==> src/rtl/fetch_sequencer.sv <==
`default_nettype none
// ============================================================================
// Module      : fetch_sequencer
// Description : Instruction-issue front end. Fetches 32-bit instruction words
//               from instruction memory over a req/ack handshake, holds each
//               word for the decode stage behind a valid/ready handshake,
//               keeps the program counter, applies downstream jump/branch
//               redirects and stops for good once a HALT opcode is consumed.
// Revision    : 1.0 - initial release
// ----------------------------------------------------------------------------
// Ports
//   clk          in   system clock, rising edge
//   rst_n        in   asynchronous active-low reset
//   enable       in   permit new fetches (never aborts work in flight)
//   imemReq      out  fetch request to instruction memory
//   imemAddr     out  fetch address, stable while imemReq is high
//   imemAck      in   memory returns data this cycle (ignored when no request)
//   imemData     in   instruction word, valid with imemAck
//   instr        out  instruction held for the decode stage
//   opcode       out  instr[31:26], combinational
//   instrPc      out  address of instr
//   instrValid   out  instr/opcode/instrPc valid
//   instrReady   in   decode stage accepts instr this cycle
//   redirect     in   load redirectAddr as the next fetch address
//   redirectAddr in   jump/branch target, used unmodified
//   halted       out  HALT opcode consumed, fetching stopped until reset
// ============================================================================
module fetch_sequencer #(
  parameter int unsigned       ADDR_W   = 32,
  parameter logic [ADDR_W-1:0] RESET_PC = '0,
  parameter int unsigned       PC_STEP  = 4,
  parameter logic [5:0]        HALT_OP  = 6'b111111
) (
  input  logic              clk,
  input  logic              rst_n,
  input  logic              enable,
  output logic              imemReq,
  output logic [ADDR_W-1:0] imemAddr,
  input  logic              imemAck,
  input  logic [31:0]       imemData,
  output logic [31:0]       instr,
  output logic [5:0]        opcode,
  output logic [ADDR_W-1:0] instrPc,
  output logic              instrValid,
  input  logic              instrReady,
  input  logic              redirect,
  input  logic [ADDR_W-1:0] redirectAddr,
  output logic              halted
);

  // --------------------------------------------------------------------------
  // State encoding
  //   IDLE  : nothing outstanding, waiting for enable
  //   REQ   : request at imemAddr outstanding, its data will be kept
  //   DRAIN : request outstanding but a redirect arrived; data will be dropped
  //   HOLD  : instruction presented to decode, waiting for instrReady
  //   HALT  : HALT opcode consumed, only reset leaves
  // --------------------------------------------------------------------------
  localparam logic [2:0] S_IDLE  = 3'd0;
  localparam logic [2:0] S_REQ   = 3'd1;
  localparam logic [2:0] S_DRAIN = 3'd2;
  localparam logic [2:0] S_HOLD  = 3'd3;
  localparam logic [2:0] S_HALT  = 3'd4;

  localparam logic [ADDR_W-1:0] c_pc_step = ADDR_W'(PC_STEP);

  logic [2:0]        state_q,    state_d;
  logic [ADDR_W-1:0] pc_q,       pc_d;
  logic              req_q,      req_d;
  logic [ADDR_W-1:0] addr_q,     addr_d;
  logic [31:0]       instr_q,    instr_d;
  logic [ADDR_W-1:0] instr_pc_q, instr_pc_d;
  logic              valid_q,    valid_d;
  logic              halted_q,   halted_d;

  logic              w_is_halt;
  logic              w_capture;
  logic              w_launch;
  logic [ADDR_W-1:0] w_fetch_addr;
  logic [ADDR_W-1:0] w_pc_inc;

  // The held instruction is a HALT; only meaningful in HOLD.
  assign w_is_halt = (instr_q[31:26] == HALT_OP);

  // Returned data is kept only for a live (non-draining) request that is not
  // being redirected in the same cycle.
  assign w_capture = (state_q == S_REQ) && imemAck && !redirect;

  // Any request launched this cycle uses the newest target: a same-cycle
  // redirect beats the stored pc.
  assign w_fetch_addr = redirect ? redirectAddr : pc_q;

  // Wraps modulo 2^ADDR_W by construction.
  assign w_pc_inc = pc_q + c_pc_step;

  // --------------------------------------------------------------------------
  // State / datapath registers
  // --------------------------------------------------------------------------
  always_ff @(posedge clk or negedge rst_n) begin
    if (!rst_n) begin
      state_q    <= S_IDLE;
      pc_q       <= RESET_PC;
      req_q      <= 1'b0;
      addr_q     <= RESET_PC;
      instr_q    <= '0;
      instr_pc_q <= '0;
      valid_q    <= 1'b0;
      halted_q   <= 1'b0;
    end else begin
      state_q    <= state_d;
      pc_q       <= pc_d;
      req_q      <= req_d;
      addr_q     <= addr_d;
      instr_q    <= instr_d;
      instr_pc_q <= instr_pc_d;
      valid_q    <= valid_d;
      halted_q   <= halted_d;
    end
  end

  // --------------------------------------------------------------------------
  // Next-state logic
  // --------------------------------------------------------------------------
  always_comb begin
    state_d = state_q;
    case (state_q)
      S_IDLE: begin
        if (enable) state_d = S_REQ;
      end
      S_REQ: begin
        // A redirect coinciding with ack drops the data and immediately
        // issues a fresh request; without ack the old request must finish.
        if (imemAck) state_d = redirect ? S_REQ : S_HOLD;
        else if (redirect) state_d = S_DRAIN;
      end
      S_DRAIN: begin
        if (imemAck) state_d = S_REQ;
      end
      S_HOLD: begin
        // A consumed HALT wins even over a simultaneous redirect.
        if (instrReady && w_is_halt) state_d = S_HALT;
        else if (redirect)           state_d = S_REQ;
        else if (instrReady)         state_d = enable ? S_REQ : S_IDLE;
      end
      S_HALT: begin
        state_d = S_HALT;
      end
      default: begin
        state_d = S_IDLE;
      end
    endcase
  end

  // --------------------------------------------------------------------------
  // Output / datapath next values
  // --------------------------------------------------------------------------
  always_comb begin
    // A new request starts when REQ is entered from elsewhere, or when REQ
    // re-issues after an ack (the redirect-with-ack case).
    w_launch   = (state_d == S_REQ) && ((state_q != S_REQ) || imemAck);

    req_d      = (state_d == S_REQ) || (state_d == S_DRAIN);
    addr_d     = w_launch ? w_fetch_addr : addr_q;
    valid_d    = (state_d == S_HOLD);
    halted_d   = (state_d == S_HALT);

    instr_d    = instr_q;
    instr_pc_d = instr_pc_q;
    if (w_capture) begin
      instr_d    = imemData;
      instr_pc_d = addr_q;
    end

    // Redirect has the final say over pc in every state, HALT included.
    pc_d = pc_q;
    if (redirect)       pc_d = redirectAddr;
    else if (w_capture) pc_d = w_pc_inc;
  end

  assign imemReq    = req_q;
  assign imemAddr   = addr_q;
  assign instr      = instr_q;
  assign opcode     = instr_q[31:26];
  assign instrPc    = instr_pc_q;
  assign instrValid = valid_q;
  assign halted     = halted_q;

endmodule
`default_nettype wire

==> config.mk <==
export PLATFORM = sky130hd
export DESIGN_NAME = fetch_sequencer
export DESIGN_NICKNAME = d
export VERILOG_FILES = /design/src/rtl/fetch_sequencer.sv
export SDC_FILE = /design/constraint.sdc
export NUM_CORES = 1
export LEC_CHECK = 0
export CELL_PAD_IN_SITES_DETAIL_PLACEMENT = 1
export CELL_PAD_IN_SITES_GLOBAL_PLACEMENT = 1
export CORE_MARGIN = 8
export CORE_UTILIZATION = 40
export CTS_BUF_LIST = sky130_fd_sc_hd__clkbuf_2 sky130_fd_sc_hd__clkbuf_4 sky130_fd_sc_hd__clkbuf_8
export CTS_CLUSTER_SIZE = 28
export DETAILED_ROUTE_END_ITERATION = 12
export GPL_TIMING_DRIVEN = 0
export PLACE_DENSITY_LB_ADDON = 0.1
export SLEW_MARGIN = 20
export SYNTH_ARGS = -nofsm -noshare
export SYNTH_HDL_FRONTEND = slang
export SYNTH_SLANG_ARGS = --single-unit
==> constraint.sdc <==
create_clock -name clk -period 4.5 [get_ports clk]
set_clock_uncertainty 0.2 [all_clocks]
set_input_delay 0.9 -clock clk [delete_from_list [all_inputs] [get_ports clk]]
set_output_delay 0.9 -clock clk [all_outputs]
set_load 0.01 [all_outputs]
==> qor.txt, run 1 <==
Synth area leaders: dfrtp_1 55%, mux2_2 20%, o21ai_0 2.6%
Fmax: 312 MHz
Global-route wire length before repair: 29,100 um
Status: complete, no violations
Routed vias/inst: 5.23
Crit path DAT: 3.34 ns
Grt ovf: 0
RSZ-0062 raised after global routing: no
Post-synth EDFFs: 0
WL/cell: 20.1 um
Primary FF master, synth: dfrtp_1
Worst EP required: 4.63 ns
Starting Density: 40.5%
Family with the most delay on the worst path: buffers and inverters
Met3 usage: 7.99%
Dominant cell type by area after synthesis: dfrtp_1
#FFs+latches synth: 134
H-tree depth: 4
Fin crit share: 71.3%
Vias in the first global route: 5,256
Non-filler cells, final: 888
M1 GR Usage: 21.3%
DR pass1 iterations: 4
Die height: 139 um
Final GP Congestion: 0.822
Initial antenna violation count: 1
Port bufs: 174
Met2 GRT Util: 32.2%
Worst Setup End Kind: register
Top-Level Pins: 175
Slew Limit Fails: 0
Max-cap viol count: 0
CP max stage delay: 0.56 ns
Critical path type: in -> reg
Worst-skew pair later-pin latency: 0.45 ns
# resized after CTS: 0
Root Driver: clkbuf_8
Most common cell after layout, fill and taps aside: clkdlybuf4s50_1
Die area: 19,300 um2
GRT Total Usage: 19.1%
Worst setup SP type: input pin
Tightest Pin Transition: 0.821 ns
Critical path peak fanout: 10
Die W: 139 um
Synth Warn #: 0
Synth async-reset ratio: 100%
Placed Cells: 858
Worst-path clk slew: 0.07 ns
Layout cells sized above 1: 24.3%
Final Hold Viols: 0
Busiest grt layer: met2
# setup viols final: 0
Mapped Area: 6060 um2
TritonCTS Buffers: 17
Total negative slack: 0 ns
Post-synthesis net count: 566
Max VDD drop: 0.275 mV
Area share of the largest cell type after synthesis: 55.3%
Remaining antenna violation count: 0
Remaining DRCs: 0
Longest Clk Path Bufs: 2
Cts hold-fix bufs: 0
Post-detail-place hpwl: 13,300 um
Slew headroom: 45.1%
Row cnt: 45
CTS tree: yes
Iteration-0 DRC Markers: 259
Gate Count Post-Synth: 495
Vias after detailed routing: 4,640
Synth cell types: 52
Clock sinks: 134
Layout area overhead: 39.5%
CP Cell Sequence: clkdlybuf4s50_1 > buf_2 > buf_1 > clkbuf_1 > o21ai_0 > mux2_2
Largest net degree at the start of global routing: 76
Pwr Density: 645 nW/um2
Core area: 15,000 um2
Lkg Pwr: 3.49 nW
Dpl cell area: 8070 um2
Worst hold path class: in -> async
Most frequent cells in the layout: 173 x clkdlybuf4s50_1, 134 x dfrtp_1, 107 x mux2_2
Fin crit period: 3.21 ns
Fillers: 1,551
Sequential share of the synthesized area: 55.3%
Slowest-stage cell, CP: buf_1
Bufs and invs on worst path: 4
Nets: 760
Syn_area_per_cell: 12.2 um2
Antenna diodes: 0
Worst hold slack: 0.171 ns
Design Area, Final: 8460 um2
Post CTS Setup Buffer Count: 0
WL final: 17,800 um
cells by family (layout without fill, tap and decap cells):
| logic type | after synthesis | after routing | synth area share (%) |
|---|---|---|---|
| compound gates | 60 | 60 | 6.94 |
| xor+xnor | 11 | 11 | 1.59 |
| fa+ha+maj | 1 | 1 | 0.206 |
| buf+inv | 50 | 255 | 4.17 |
| flops | 134 | 134 | 55.3 |
| mux | 114 | 114 | 21.1 |
| simple gates | 125 | 125 | 10.6 |
metal layers:
layer | vias to the layer above | wire [um]
met1 | 2355 | 7160
met4 | 2 | 440
met3 | 30 | 1360
met5 | - | 11
met2 | 129 | 8860
li1 | 2124 | -
worst reg2reg max path, delay by kind of cell (launching register included):
kind                   cells  cell delay [ns]
DFF                        1             0.45
and+or+nand+nor            2             1.07
muxes                      1             0.39
buffers and inverters      1             0.44
cell type report:
| class | instances | area, um2 | area share [%] |
|---|---|---|---|
| flip-flops and latches | 134 | 3350 | 39.7 |
| multi-input cells | 311 | 2450 | 29.0 |
| repair buffers | 175 | 1770 | 21.0 |
| clock buffers | 27 | 347 | 4.10 |
| well taps | 188 | 235 | 2.78 |
| plain buffers | 31 | 181 | 2.15 |
| inverters | 19 | 71.3 | 0.843 |
| clock inverters | 3 | 40.0 | 0.473 |
power breakdown:
part	switching, mW	internal (mW)	leakage (nW)
clock	0.443	0.543	0.206
sequential	0.319	1.70	1.59
combinational	0.969	1.49	1.69
sequential cells by signal, indices dropped and copies added (netlist names):
| register | flops |
|---|---|
| instrValid | 1 |
| halted | 1 |
| imemAddr | 32 |
| instr | 32 |
| imemReq | 1 |
| state_q | 3 |
| instrPc | 32 |
| pc_q | 32 |
per-stage QoR:
stage                     setup slack [ns]  utilization (%)  power, mW
after CTS                             1.28             56.5       5.55
after detailed placement             0.823             53.9       4.54
after global routing                  1.15             56.5       5.79
after floorplan                       1.79                -       3.16
after global placement               -3.18             53.7       4.43
final                                 1.29             56.5       5.46
final timing paths:
check	from	end	slack [ns]	cells past startpoint
min	rst_n	instrPc[11]	0.17	1
min in group clk	pc_q[0]	pc_q[0]	0.30	1
max	redirect	imemAddr[4]	1.29	6
max in group asynchronous	rst_n	instr[16]	3.19	2
min reg2reg	pc_q[0]	pc_q[0]	0.30	1
max reg2reg	state_q[2]	instrPc[9]	1.84	4
synthesized netlist by cell type (4+ instances only):
cell type / instances
inv_1: 19
mux2_1: 5
and3_1: 7
clkbuf_1: 7
buf_4: 8
nand2_1: 38
buf_2: 9
o21ai_0: 32
xnor2_1: 10
nand4_1: 11
nand3_1: 9
dfrtp_1: 134
mux2_2: 107
a211oi_1: 4
nor3_1: 7
nor2_1: 28
nor2b_1: 4
(Power assumes the default switching activity.)
==> run 2: changes to the inputs <==
Settings changed: CORE_UTILIZATION 40 to 39.
Clock period 4.5 ns to 3 ns, I/O delays scaled along.
==> qor.txt, run 2 (same netlist as run 1, synthesis figures left out) <==
Status: complete, no violations
Post CTS Setup Buffer Count: 0
Pwr Density: 976 nW/um2
Remaining DRCs: 0
DR pass1 iterations: 4
Fillers: 1,607
Die height: 141 um
Grt ovf: 0
Fin crit period: 2.87 ns
Overall Power: 8.31 mW
CTS tree: yes
GRT Total Usage: 18.7%
Vias in the first global route: 5,295
Worst setup SP type: input pin
Min-Delay Startpoint: pc_q[0]
Core area: 15,200 um2
WL/cell: 20.2 um
Root Driver: clkbuf_8
Max VDD drop: 0.484 mV
Critical path peak fanout: 10
Slew Limit Fails: 0
Metal3 WL: 995 um
Placed Cells: 858
Tightest Pin Transition: 0.711 ns
Final GP Congestion: 0.794
Worst-skew pair later-pin latency: 0.45 ns
Layout cells sized above 1: 24.9%
Lkg Pwr: 3.52 nW
Antenna diodes: 0
Clock sinks: 134
WL final: 18,000 um
Most frequent cells in the layout: 173 x clkdlybuf4s50_1, 134 x dfrtp_1, 107 x mux2_2
Layout area overhead: 40.4%
Port bufs: 174
Remaining antenna violation count: 0
Top Layer Used: met4
Die W: 141 um
Crit path DAT: 3.00 ns
H-tree depth: 4
Fmax: 348 MHz
Worst-path clk slew: 0.07 ns
# setup viols final: 0
TritonCTS Buffers: 17
Vias after detailed routing: 4,632
RR Startpoint: state_q[2]
DRT met1 WL: 7150 um
Longest Clk Path Bufs: 2
Most common cell after layout, fill and taps aside: clkdlybuf4s50_1
Nets: 761
Fin crit share: 95.7%
Max-cap viol count: 0
Worst hold path class: reg -> reg
Routed vias/inst: 5.20
RSZ-0062 raised after global routing: no
CP startpoint: imemAck
Die area: 19,800 um2
Row cnt: 45
Largest net degree at the start of global routing: 82
Starting Density: 39.9%
Iteration-0 DRC Markers: 201
Critical path type: in -> reg
Top-Level Pins: 175
Met2 wire length: 9520 um
Non-filler cells, final: 891
Worst EP required: 3.13 ns
Slew headroom: 52.5%
Final Hold Viols: 0
Initial antenna violation count: 0
Post-detail-place hpwl: 13,400 um
Global-route wire length before repair: 28,800 um
Worst Setup End Kind: register
run 2: power breakdown:
part	switching (mW)	leakage [nW]	internal, mW
clock	0.703	0.222	0.923
combinational	1.44	1.70	2.23
sequential	0.468	1.59	2.55
run 2: area by class of cell:
class	instances	area (um2)	area share (%)
Clock inverter	9	123	1.44
Timing Repair Buffer	176	1780	21.0
Multi-Input combinational cell	311	2460	28.9
Clock buffer	23	304	3.57
Inverter	19	71.3	0.838
Tap cell	188	235	2.76
Buffer	31	184	2.16
Sequential cell	134	3350	39.4
run 2: path summary, 6_finish.rpt:
kind | endpoint | cells after the start | slack, ns
max in group asynchronous | instr[2] | 3 | 1.39
min reg2reg | pc_q[0] | 1 | 0.30
max | instrPc[3] | 5 | 0.13
max reg2reg | instrPc[3] | 4 | 0.38
min | pc_q[0] | 1 | 0.30
min in group asynchronous | instrPc[7] | 2 | 0.46
run 2: metrics by stage:
stage	setup WS, ns	utilization [%]	hold WS, ns	area [um2]	setup TNS, ns
after floorplan	0.587	-	0.104	6060	0
after global placement	-4.38	52.9	0.277	8040	-630.64
after CTS	0.0322	56.0	0.312	8510	0
after global routing	0.0279	56.0	0.312	8510	0
after detailed placement	-0.681	53.1	0.294	8070	-50.33
final	0.128	56.0	0.305	8510	0
run 2: worst max-delay path, cell delays in order:
cell and delay [ns]:
clkdlybuf4s50_1 0.60, nand4bb_1 0.34, nor2_2 0.66, buf_2 0.42
mux2_2 0.38
run 2: repair_timing:
item | in CTS | in global routing
endpoints found under the setup margin | 60 | 6
endpoints found under the hold margin | 53 | 0
hold buffers | 1 | 0
resized for setup | 1 | 3
run 2: routing by layer:
layer / vias up / global-route usage, %
li1: 2145 / -
met2: 112 / 33.2
met1: 2350 / 21.0
met5: - / 0
met4: 0 / 6.96
met3: 25 / 5.23
